## src/rtl/darkroom_pkg.sv

```systemverilog
// rtl/darkroom_pkg.sv - shared timing defaults, sync code layout and sweep record type
package darkroom_pkg;

    localparam int CODE_AXIS_BIT = 0;
    localparam int CODE_DATA_BIT = 1;
    localparam int CODE_SKIP_BIT = 2;

    localparam int DEF_FILTER_LEN    = 4;
    localparam int DEF_MIN_PULSE     = 50;
    localparam int DEF_SWEEP_MAX     = 1500;
    localparam int DEF_SYNC_BASE     = 3125;
    localparam int DEF_SYNC_STEP     = 521;
    localparam int DEF_PAIR_GAP      = 25000;
    localparam int DEF_FRAME_TIMEOUT = 500000;

    typedef enum logic {
        ST_LOW  = 1'b0,
        ST_HIGH = 1'b1
    } pulse_state_e;

    typedef struct packed {
        logic [19:0] duration;
        logic        lighthouse;
        logic        axis;
        logic        data;
        logic [3:0]  sensor;
    } sweep_rec_t;

    // Lower width bound of sync code k; code k ends where code k+1 begins.
    function automatic logic [15:0] sync_bound(input int base, input int step, input int k);
        return 16'(base - step / 2 + k * step);
    endfunction

endpackage

```

## src/rtl/sensor_glitch_filter.sv

```systemverilog
// rtl/sensor_glitch_filter.sv - two-flop synchroniser followed by a stability-count de-glitcher
module sensor_glitch_filter #(
    parameter int FILTER_LEN = 4
) (
    input  logic clk,
    input  logic reset_n,
    input  logic i_raw,
    output logic o_level
);

    localparam logic [3:0] CNT_LAST = 4'(FILTER_LEN - 1);

    logic       r_sync1;
    logic       r_sync2;
    logic       r_level;
    logic [3:0] r_cnt;

    // Both edge directions use the same count, so pulse widths pass through unbiased.
    always_ff @(posedge clk or negedge reset_n) begin
        if (!reset_n) begin
            r_sync1 <= 1'b0;
            r_sync2 <= 1'b0;
            r_level <= 1'b0;
            r_cnt   <= '0;
        end else begin
            r_sync1 <= i_raw;
            r_sync2 <= r_sync1;
            if (r_sync2 == r_level) begin
                r_cnt <= '0;
            end else if (r_cnt == CNT_LAST) begin
                r_level <= r_sync2;
                r_cnt   <= '0;
            end else begin
                r_cnt <= r_cnt + 4'd1;
            end
        end
    end

    assign o_level = r_level;

endmodule

```

## src/rtl/lighthouse_pulse_decoder.sv

```systemverilog
// rtl/lighthouse_pulse_decoder.sv - classifies filtered lighthouse pulses and emits timestamped sweep records
module lighthouse_pulse_decoder
    import darkroom_pkg::*;
#(
    parameter logic [3:0] SENSOR_ID     = 4'd0,
    parameter int         FILTER_LEN    = DEF_FILTER_LEN,
    parameter int         MIN_PULSE     = DEF_MIN_PULSE,
    parameter int         SWEEP_MAX     = DEF_SWEEP_MAX,
    parameter int         SYNC_BASE     = DEF_SYNC_BASE,
    parameter int         SYNC_STEP     = DEF_SYNC_STEP,
    parameter int         PAIR_GAP      = DEF_PAIR_GAP,
    parameter int         FRAME_TIMEOUT = DEF_FRAME_TIMEOUT
) (
    input  logic        clk,
    input  logic        reset_n,
    input  logic        sensor_i,
    output logic        out_valid,
    input  logic        out_ready,
    output logic [19:0] out_duration,
    output logic        out_lighthouse,
    output logic        out_axis,
    output logic        out_data,
    output logic [3:0]  out_sensor,
    output logic        overflow,
    output logic        active
);

    localparam logic [15:0] MIN_W     = 16'(MIN_PULSE);
    localparam logic [15:0] SWEEP_W   = 16'(SWEEP_MAX);
    localparam logic [19:0] PAIR_W    = 20'(PAIR_GAP);
    localparam logic [19:0] TIMEOUT_W = 20'(FRAME_TIMEOUT);

    logic         w_level;
    pulse_state_e r_state;
    pulse_state_e w_state_nxt;
    logic         w_rise_evt;
    logic         w_fall_evt;
    logic         w_is_sweep;
    logic         w_is_sync;
    logic [2:0]   w_code;
    logic         w_sync_evt;
    logic         w_arm;
    logic         w_sweep_hit;
    sweep_rec_t   w_rec;

    logic [15:0]  r_width;
    logic [19:0]  r_frame;
    logic [19:0] r_rise;
    logic [19:0]  r_sync_gap;
    logic [19:0]  r_rise_gap;
    logic         r_armed;
    logic         r_lh;
    logic         r_axis;
    logic         r_data;
    logic         r_active;
    logic         r_out_valid;
    logic         r_overflow;
    sweep_rec_t   r_rec;

    sensor_glitch_filter #(
        .FILTER_LEN(FILTER_LEN)
    ) u_filter (
        .clk    (clk),
        .reset_n(reset_n),
        .i_raw  (sensor_i),
        .o_level(w_level)
    );

    always_ff @(posedge clk or negedge reset_n) begin
        if (!reset_n) r_state <= ST_LOW;
        else          r_state <= w_state_nxt;
    end

    always_comb begin
        w_state_nxt = r_state;
        w_rise_evt  = 1'b0;
        w_fall_evt  = 1'b0;
        case (r_state)
            ST_LOW: begin
                if (w_level) begin
                    w_state_nxt = ST_HIGH;
                    w_rise_evt  = 1'b1;
                end
            end
            ST_HIGH: begin
                if (!w_level) begin
                    w_state_nxt = ST_LOW;
                    w_fall_evt  = 1'b1;
                end
            end
            default: w_state_nxt = ST_LOW;
        endcase
    end

    always_comb begin
        w_is_sweep = (r_width >= MIN_W) && (r_width < SWEEP_W);
        w_is_sync  = 1'b0;
        w_code     = '0;
        for (int k = 0; k < 8; k++) begin
            if ((r_width >= sync_bound(SYNC_BASE, SYNC_STEP, k)) &&
                (r_width <  sync_bound(SYNC_BASE, SYNC_STEP, k + 1))) begin
                w_is_sync = 1'b1;
                w_code    = 3'(k);
            end
        end
    end

    assign w_sync_evt  = w_fall_evt && w_is_sync;
    assign w_arm       = w_sync_evt && !w_code[CODE_SKIP_BIT];
    assign w_sweep_hit = w_fall_evt && w_is_sweep && r_armed;

    always_comb begin
        w_rec            = '0;
        w_rec.duration   = r_rise + {5'd0, r_width[15:1]};
        w_rec.lighthouse = r_lh;
        w_rec.axis       = r_axis;
        w_rec.data       = r_data;
        w_rec.sensor     = SENSOR_ID;
    end

    // Width counts filtered-high cycles; rise stamps are taken in frame (t0-relative) time.
    always_ff @(posedge clk or negedge reset_n) begin
        if (!reset_n) begin
            r_width    <= '0;
            r_rise     <= '0;
            r_rise_gap <= '0;
        end else if (w_rise_evt) begin
            r_width    <= 16'd1;
            r_rise     <= r_frame;
            r_rise_gap <= r_sync_gap;
        end else if ((r_state == ST_HIGH) && w_level && (r_width != 16'hFFFF)) begin
            r_width <= r_width + 16'd1;
        end
    end

    // On arming the frame timer restarts at the cycles elapsed since the sync rise, making t0 zero.
    always_ff @(posedge clk or negedge reset_n) begin
        if (!reset_n) begin
            r_frame <= '0;
            r_armed <= 1'b0;
            r_lh    <= 1'b0;
            r_axis  <= 1'b0;
            r_data  <= 1'b0;
        end else begin
            if (w_arm) begin
                r_frame <= {4'd0, r_width} + 20'd1;
            end else if (r_frame != 20'hFFFFF) begin
                r_frame <= r_frame + 20'd1;
            end
            if (w_arm) begin
                r_armed <= 1'b1;
                r_lh    <= (r_rise_gap < PAIR_W);
                r_axis  <= w_code[CODE_AXIS_BIT];
                r_data  <= w_code[CODE_DATA_BIT];
            end else if (w_sweep_hit || (r_frame == 20'hFFFFF)) begin
                r_armed <= 1'b0;
            end
        end
    end

    always_ff @(posedge clk or negedge reset_n) begin
        if (!reset_n) begin
            r_sync_gap <= 20'hFFFFF;
            r_active   <= 1'b0;
        end else if (w_sync_evt) begin
            r_sync_gap <= {4'd0, r_width} + 20'd1;
            r_active   <= 1'b1;
        end else begin
            if (r_sync_gap != 20'hFFFFF) r_sync_gap <= r_sync_gap + 20'd1;
            if (r_sync_gap >= TIMEOUT_W) r_active <= 1'b0;
        end
    end

    always_ff @(posedge clk or negedge reset_n) begin
        if (!reset_n) begin
            r_out_valid <= 1'b0;
            r_overflow  <= 1'b0;
            r_rec       <= '{duration: '0, lighthouse: 1'b0, axis: 1'b0, data: 1'b0, sensor: SENSOR_ID};
        end else begin
            r_overflow <= 1'b0;
            if (w_sweep_hit) begin
                if (!r_out_valid || out_ready) begin
                    r_rec       <= w_rec;
                    r_out_valid <= 1'b1;
                end else begin
                    r_overflow <= 1'b1;
                end
            end else if (out_ready) begin
                r_out_valid <= 1'b0;
            end
        end
    end

    assign out_valid      = r_out_valid;
    assign out_duration   = r_rec.duration;
    assign out_lighthouse = r_rec.lighthouse;
    assign out_axis       = r_rec.axis;
    assign out_data       = r_rec.data;
    assign out_sensor     = r_rec.sensor;
    assign overflow       = r_overflow;
    assign active         = r_active;

endmodule

```

## config.mk

```make
export PLATFORM = sky130hd
export DESIGN_NAME = lighthouse_pulse_decoder
export DESIGN_NICKNAME = d
export VERILOG_FILES = /design/src/rtl/darkroom_pkg.sv /design/src/rtl/sensor_glitch_filter.sv /design/src/rtl/lighthouse_pulse_decoder.sv
export SDC_FILE = /design/constraint.sdc
export NUM_CORES = 1
export LEC_CHECK = 0
export CAP_MARGIN = 0
export CORE_MARGIN = 5
export CORE_UTILIZATION = 40
export DETAILED_ROUTE_END_ITERATION = 8
export HOLD_SLACK_MARGIN = 0.12
export SYNTH_ARGS = -nofsm -noshare
export SYNTH_HDL_FRONTEND = slang
export SYNTH_SLANG_ARGS = --single-unit
```

## constraint.sdc

```tcl
create_clock -name clk -period 3.29 [get_ports clk]
set_input_delay 0.658 -clock clk [delete_from_list [all_inputs] [get_ports clk]]
set_output_delay 0.658 -clock clk [all_outputs]
set_load 0.02 [all_outputs]
```

-- After elaboration in Yosys (flattened, before gate mapping)
Index checks and enable logic that the tools add are counted.
- register bits: 134
- input bits: 4
- output and inout bits: 30
- word-level logic and storage cells: 119
- add/sub/neg operators: 6
- $lt $le $gt $ge: 20
- equal/unequal tests: 7
- muxes and demuxes: 36
- bitwise logic cells: 1
- reductions and logical operators: 28
- operators by type and width (cell ; number):
    less-than comparator 16 x 13 -> 1 bit, second input constant ; 6
    greater-or-equal comparator 16 x 13 -> 1 bit, second input constant ; 5
    2-to-1 mux 20 bit ; 4
    greater-or-equal comparator 16 x 12 -> 1 bit, second input constant ; 3
    adder 20 x 1 -> 20 bit, second input constant ; 2
    inequality test 20 bit, second input constant ; 2
    less-than comparator 16 x 12 -> 1 bit, second input constant ; 2
    2-to-1 mux 16 bit ; 2
    2-to-1 mux 1 bit ; 22
    adder 20 x 15 -> 20 bit ; 1
    equality test 20 bit, second input constant ; 1
    greater-or-equal comparator 20 x 19 -> 1 bit, second input constant ; 1
    less-than comparator 20 x 15 -> 1 bit, second input constant ; 1
    2-to-1 mux 3 bit ; 6
    adder 16 x 1 -> 17 bit, second input constant ; 1
    adder 16 x 1 -> 16 bit, second input constant ; 1
    greater-or-equal comparator 16 x 6 -> 1 bit, second input constant ; 1
    less-than comparator 16 x 11 -> 1 bit, second input constant ; 1
    inequality test 16 bit, second input constant ; 1
    logical AND 1 bit ; 15
    nonzero test 2 bit ; 6
    2-to-1 mux 4 bit ; 2
    AND reduction 2 bit ; 3
    adder 4 x 1 -> 4 bit, second input constant ; 1
    other kinds (6) ; 8

-- Longest topological paths before layout
- depth in word-level cells: 13
- gate-level depth with buffers: 12
- depth with buffers taken out: 10

-- Modules after synthesis
From an unflattened synthesis, not the netlist that was laid out.
- cells, all modules: 733
- area total of the unflattened synthesis: 7255.7 um^2
- modules (own cells, without submodules) (module ; times used ; cells each ; area each (um^2) ; seq. area each (um^2)):
    lighthouse_pulse_decoder ; 1 ; 713 ; 6967.9 ; 3128.0
    sensor_glitch_filter ; 1 ; 20 ; 287.8 ; 175.2

-- Worst setup path after synthesis
OpenSTA, ideal clock, no wires.
- path kind: flip-flop to flip-flop
- from: register r_width[1]
- to: register r_rec (netlist bit out_duration[18])
- setup time: 0.124 ns
- data arrival time: 2.362 ns
- data required time: 3.166 ns
- setup slack: 0.804 ns
- stages on the path, launching flop included: 11
- path buffers: 0
- clock period less this slack: 2.486 ns
- path through: dfrtp_1 > ha_1 > inv_1 > fa_1 > nor2b_4 > o31a_1 > or4b_4 > a21bo_2 > a21oi_4 > nor3_1 > o31a_1
- longest elaborated chain between the ends: 5
- elaborated cells on any way between the ends: 7
- those cells by class: add/sub: 1; order compare: 2; reduce/logical: 4
- RTL lines (what ; RTL line ; text):
    start: declaration ; lighthouse_pulse_decoder.sv:46 ; logic [15:0] r_width;
    start signal: assignment ; lighthouse_pulse_decoder.sv:132 ; r_width <= r_width + 16'd1;
    greater-or-equal comparator 16 x 6 -> 1 bit or less-than comparator 16 x 11 -> 1 bit (tied branches) ; lighthouse_pulse_decoder.sv:96 ; w_is_sweep = (r_width >= MIN_W) && (r_width < SWEEP_W);
    logical AND 1 bit ; lighthouse_pulse_decoder.sv:96 ;
    logical AND 1 bit (2 in series) ; lighthouse_pulse_decoder.sv:110 ; assign w_sweep_hit = w_fall_evt && w_is_sweep && r_armed;
    AND reduction 2 bit (no source line) ; -- ;
    end signal: assignment ; lighthouse_pulse_decoder.sv:178 ; r_rec <= '{duration: '0, lighthouse: 1'b0, axis: 1'b0, data: 1'b0, sensor: SENSOR_ID};
    end signal: assignment ; lighthouse_pulse_decoder.sv:183 ; r_rec <= w_rec;
    end: declaration ; lighthouse_pulse_decoder.sv:58 ; sweep_rec_t r_rec;
Several ways; a longest one is shown, not always the timed one.
A chain may end at the register's enable or synchronous reset.

-- Final worst setup path
Same ends and word-level chain as after synthesis.

==> metrics.txt <==
outcome finished, final reports clean; number of nets in the final layout approximately 790; post-detailed-route count of antenna-violating nets 0; setup total negative slack 0 ns; largest net degree at the start of global routing 67; sequential element share of the synthesized area 45.6%; maximum count of clock buffers along a single path 2; average cell area after synthesis 9.89 um^2; count of unique library cells instantiated by Yosys between 60 and 70; clock net sink count 131; count of yosys warnings during synthesis 0; signed area change from the synthesized netlist to the final layout 15.6%; die width 145 um; dominant cells by area after synthesis sky130_fd_sc_hd__dfrtp_1 (38%), sky130_fd_sc_hd__dfstp_2 (7.3%), sky130_fd_sc_hd__mux2_2 (6.4%), sky130_fd_sc_hd__nand2_1 (4.2%), sky130_fd_sc_hd__ha_1 (4.0%); max-slew violation total from the final report 0; count of buffers from port buffering 29; data arrival time of the critical path 3.10 ns; placeable core area 17,900 um^2; number of fillers in the final layout about 1,700; clock root buffer master sky130_fd_sc_hd__clkbuf_16; endpoints failing hold 0; Max VDD drop 0.389 mV; pin slew with the least headroom to its limit around 0.63 ns; async set-or-reset flop fraction in the synthesized netlist 100%; die area 20,900 um^2; Num CTS Buffers 17; maximum fanout count along the critical path 11; setup repair after global routing missed its margin no; library cell with the largest summed area after synthesis sky130_fd_sc_hd__dfrtp_1; drt first-iter violations around 260; Clk pin slew, worst setup/hold paths 0.06 ns; area fraction of the dominant cell type after synthesis 38.4%; Finish-stage setup viols 0; HPWL Detailed 11,600 um; hold-fix buffer count after cts 0; layout cells sized above 1 approximately 16%; post-route DRC violation count 0; dominant cell by count in the synthesized netlist sky130_fd_sc_hd__dfrtp_1; leading cell types by count after synthesis sky130_fd_sc_hd__dfrtp_1 (111), sky130_fd_sc_hd__nand2_1 (81), sky130_fd_sc_hd__nor2_1 (49); top flip-flop cell by instance count after synthesis sky130_fd_sc_hd__dfrtp_1; Gate Count Post-Synth 732; 1st-pass router iterations 5; H-tree levels 4; Avg Vias per Cell 5.37; class of the tightest hold or removal check primary input to asynchronous set/reset pin; maximum frequency from static timing analysis 356 MHz; synthesized area just over 7000 um^2; count of max-cap constraint violations 0; io pins 34; clock tree from TritonCTS built; routed len/inst 16.4 um; initial core utilization about two fifths; smallest setup slack after layout 0.482 ns; number of setup buffers added after CTS 0; worst slew slack as a fraction of its limit approximately 58%; die span in y 145 um; via count of the first global-routing pass 5,349; final critical delay including setup and external delays 2.81 ns; WL final 16,400 um; total global routing track utilization about 17%; number of synthesized register bits 131; weighted congestion at the end of routability-driven global placement 0.890; launching element type of the critical path register; worst-case clock skew about 0.011 ns; pre-CTS setup slack 0.499 ns; critical setup path kind register to register; Setup crit end kind register; Crit path required time between 3 and 4 ns; residual overflow from global routing 0; number of gates resized after CTS 0; number of antenna violations at the first check in global routing 0; first-pass GRT wire length 27,500 um; number of antenna cells inserted 0; share of the clock period used by the worst path 85.4%; insertion delay to the later sink of the worst-skew pair 0.42 ns; row cnt 49; number of vias in the routed layout 5,365; Static Leak 3.75 nW; Pwr Density 547 nW/um^2; number of enable flip-flop cells after synthesis 0
-- power by group --
group	switching (mW)	internal, mW	leakage (nW)	total, mW
registers	0.119	1.70	1.61	1.82
clock network	0.687	1.37	0.316	2.06
logic	0.404	0.302	1.82	0.707
total	1.21	3.37	3.75	4.58
-- stage by stage --
step	utilization (%)	power [mW]	hold WS (ns)	area (um^2)	instances
finish	46.8	4.58	0.255	8370	1000
global route	46.8	4.79	0.303	8370	1000
CTS	46.8	4.63	0.271	8370	1000
detailed placement	43.2	2.55	0.343	7720	968
global placement	43.2	2.53	0.338	7720	968
floorplan	-	2.34	0.331	7250	735
-- state kept, by name, indices dropped and copies added (netlist names), 4 cells and up --
name            count
r_sync_gap         20
r_frame            20
r_rise_gap         17
out_duration       20
u_filter.r_cnt      4
r_rise             20
r_width            16
-- per-layer routing --
layer	global-route usage (%)	up-vias	wire length, um
li1	-	2629	-
met1	22.7	2595	7890
met2	25.9	114	7400
met3	3.77	27	749
met4	6.53	0	395
met5	0	-	0
-- area by class of cell --
| class | count | area, um^2 | share of cell area (%) |
|---|---|---|---|
| Multi-Input combinational cell | 545 | 3650 | 43.6 |
| Sequential cell | 131 | 3300 | 39.5 |
| Clock buffer | 24 | 502 | 5.99 |
| Timing Repair Buffer | 43 | 405 | 4.84 |
| Tap cell | 229 | 287 | 3.42 |
| Clock inverter | 8 | 146 | 1.75 |
| Inverter | 20 | 75.1 | 0.897 |
-- placed cells by master, fill, tap and decap left out, drive strengths merged, types with 3 or more instances in the layout --
master         synthesis  final
a211oi                 4      4
a21boi                 7      7
a21o                   3      3
a21oi                 33     33
a31oi                  6      6
and2                   7      7
and3                  12     12
and4                   7      7
buf                   25     15
bufinv                 0      4
clkbuf                14     24
clkdlybuf4s50          0     28
clkinv                 0      3
conb                   1      4
dfrtp                111    111
dfstp                 20     20
ha                    23     23
inv                   20     20
mux2                  41     41
mux2i                 14     14
nand2                 81     81
nand2b                 7      7
nand3                 33     33
nand3b                 3      3
nand4                 11     11
nor2                  49     49
nor2b                  9      9
nor3                  24     24
nor4                   7      7
o211ai                 6      6
o21a                   4      4
o21ai                 58     58
o31ai                  5      5
xnor2                 26     26
xor2                  32     32
-- path summary, 6_finish.rpt --
path	slack, ns	to	depth (start not counted)	startpoint
max in group asynchronous	2.05	out_duration[11]	3	reset_n
setup reg to reg	0.48	out_duration[18]	10	r_width[1]
hold reg to reg	0.35	u_filter.r_sync2	0	u_filter.r_sync1
setup / recovery	0.48	out_duration[18]	10	r_width[1]
min in group clk	0.35	u_filter.r_sync2	0	u_filter.r_sync1
hold / removal	0.25	u_filter.r_cnt[1]	1	reset_n
-- logic make-up (layout without fill, tap and decap cells) --
group	Yosys count	count (layout)	synth area share [%]
AND/OR/NAND/NOR	261	261	18.5
AO/OA/AOI/OAI	143	143	12.2
XOR/XNOR	58	58	7.02
multiplexers	55	55	8.31
flip-flops	131	131	45.6
adder cells (fa/ha/maj)	24	24	4.25
buffers and inverters	59	95	4.06
other	1	4	0.0518
-- critical path, stage by stage, from the launching register on --
cell and delay [ns]:
sky130_fd_sc_hd__dfrtp_1 0.50, sky130_fd_sc_hd__ha_1 0.29, sky130_fd_sc_hd__inv_1 0.08, sky130_fd_sc_hd__fa_1 0.26, sky130_fd_sc_hd__nor2b_4 0.06, sky130_fd_sc_hd__o31a_1 0.27, sky130_fd_sc_hd__or4b_4 0.51, sky130_fd_sc_hd__a21bo_2 0.24
sky130_fd_sc_hd__a21oi_4 0.18, sky130_fd_sc_hd__nor3_1 0.06, sky130_fd_sc_hd__o31a_1 0.24
Note: power is estimated with default switching activity, not from simulation.
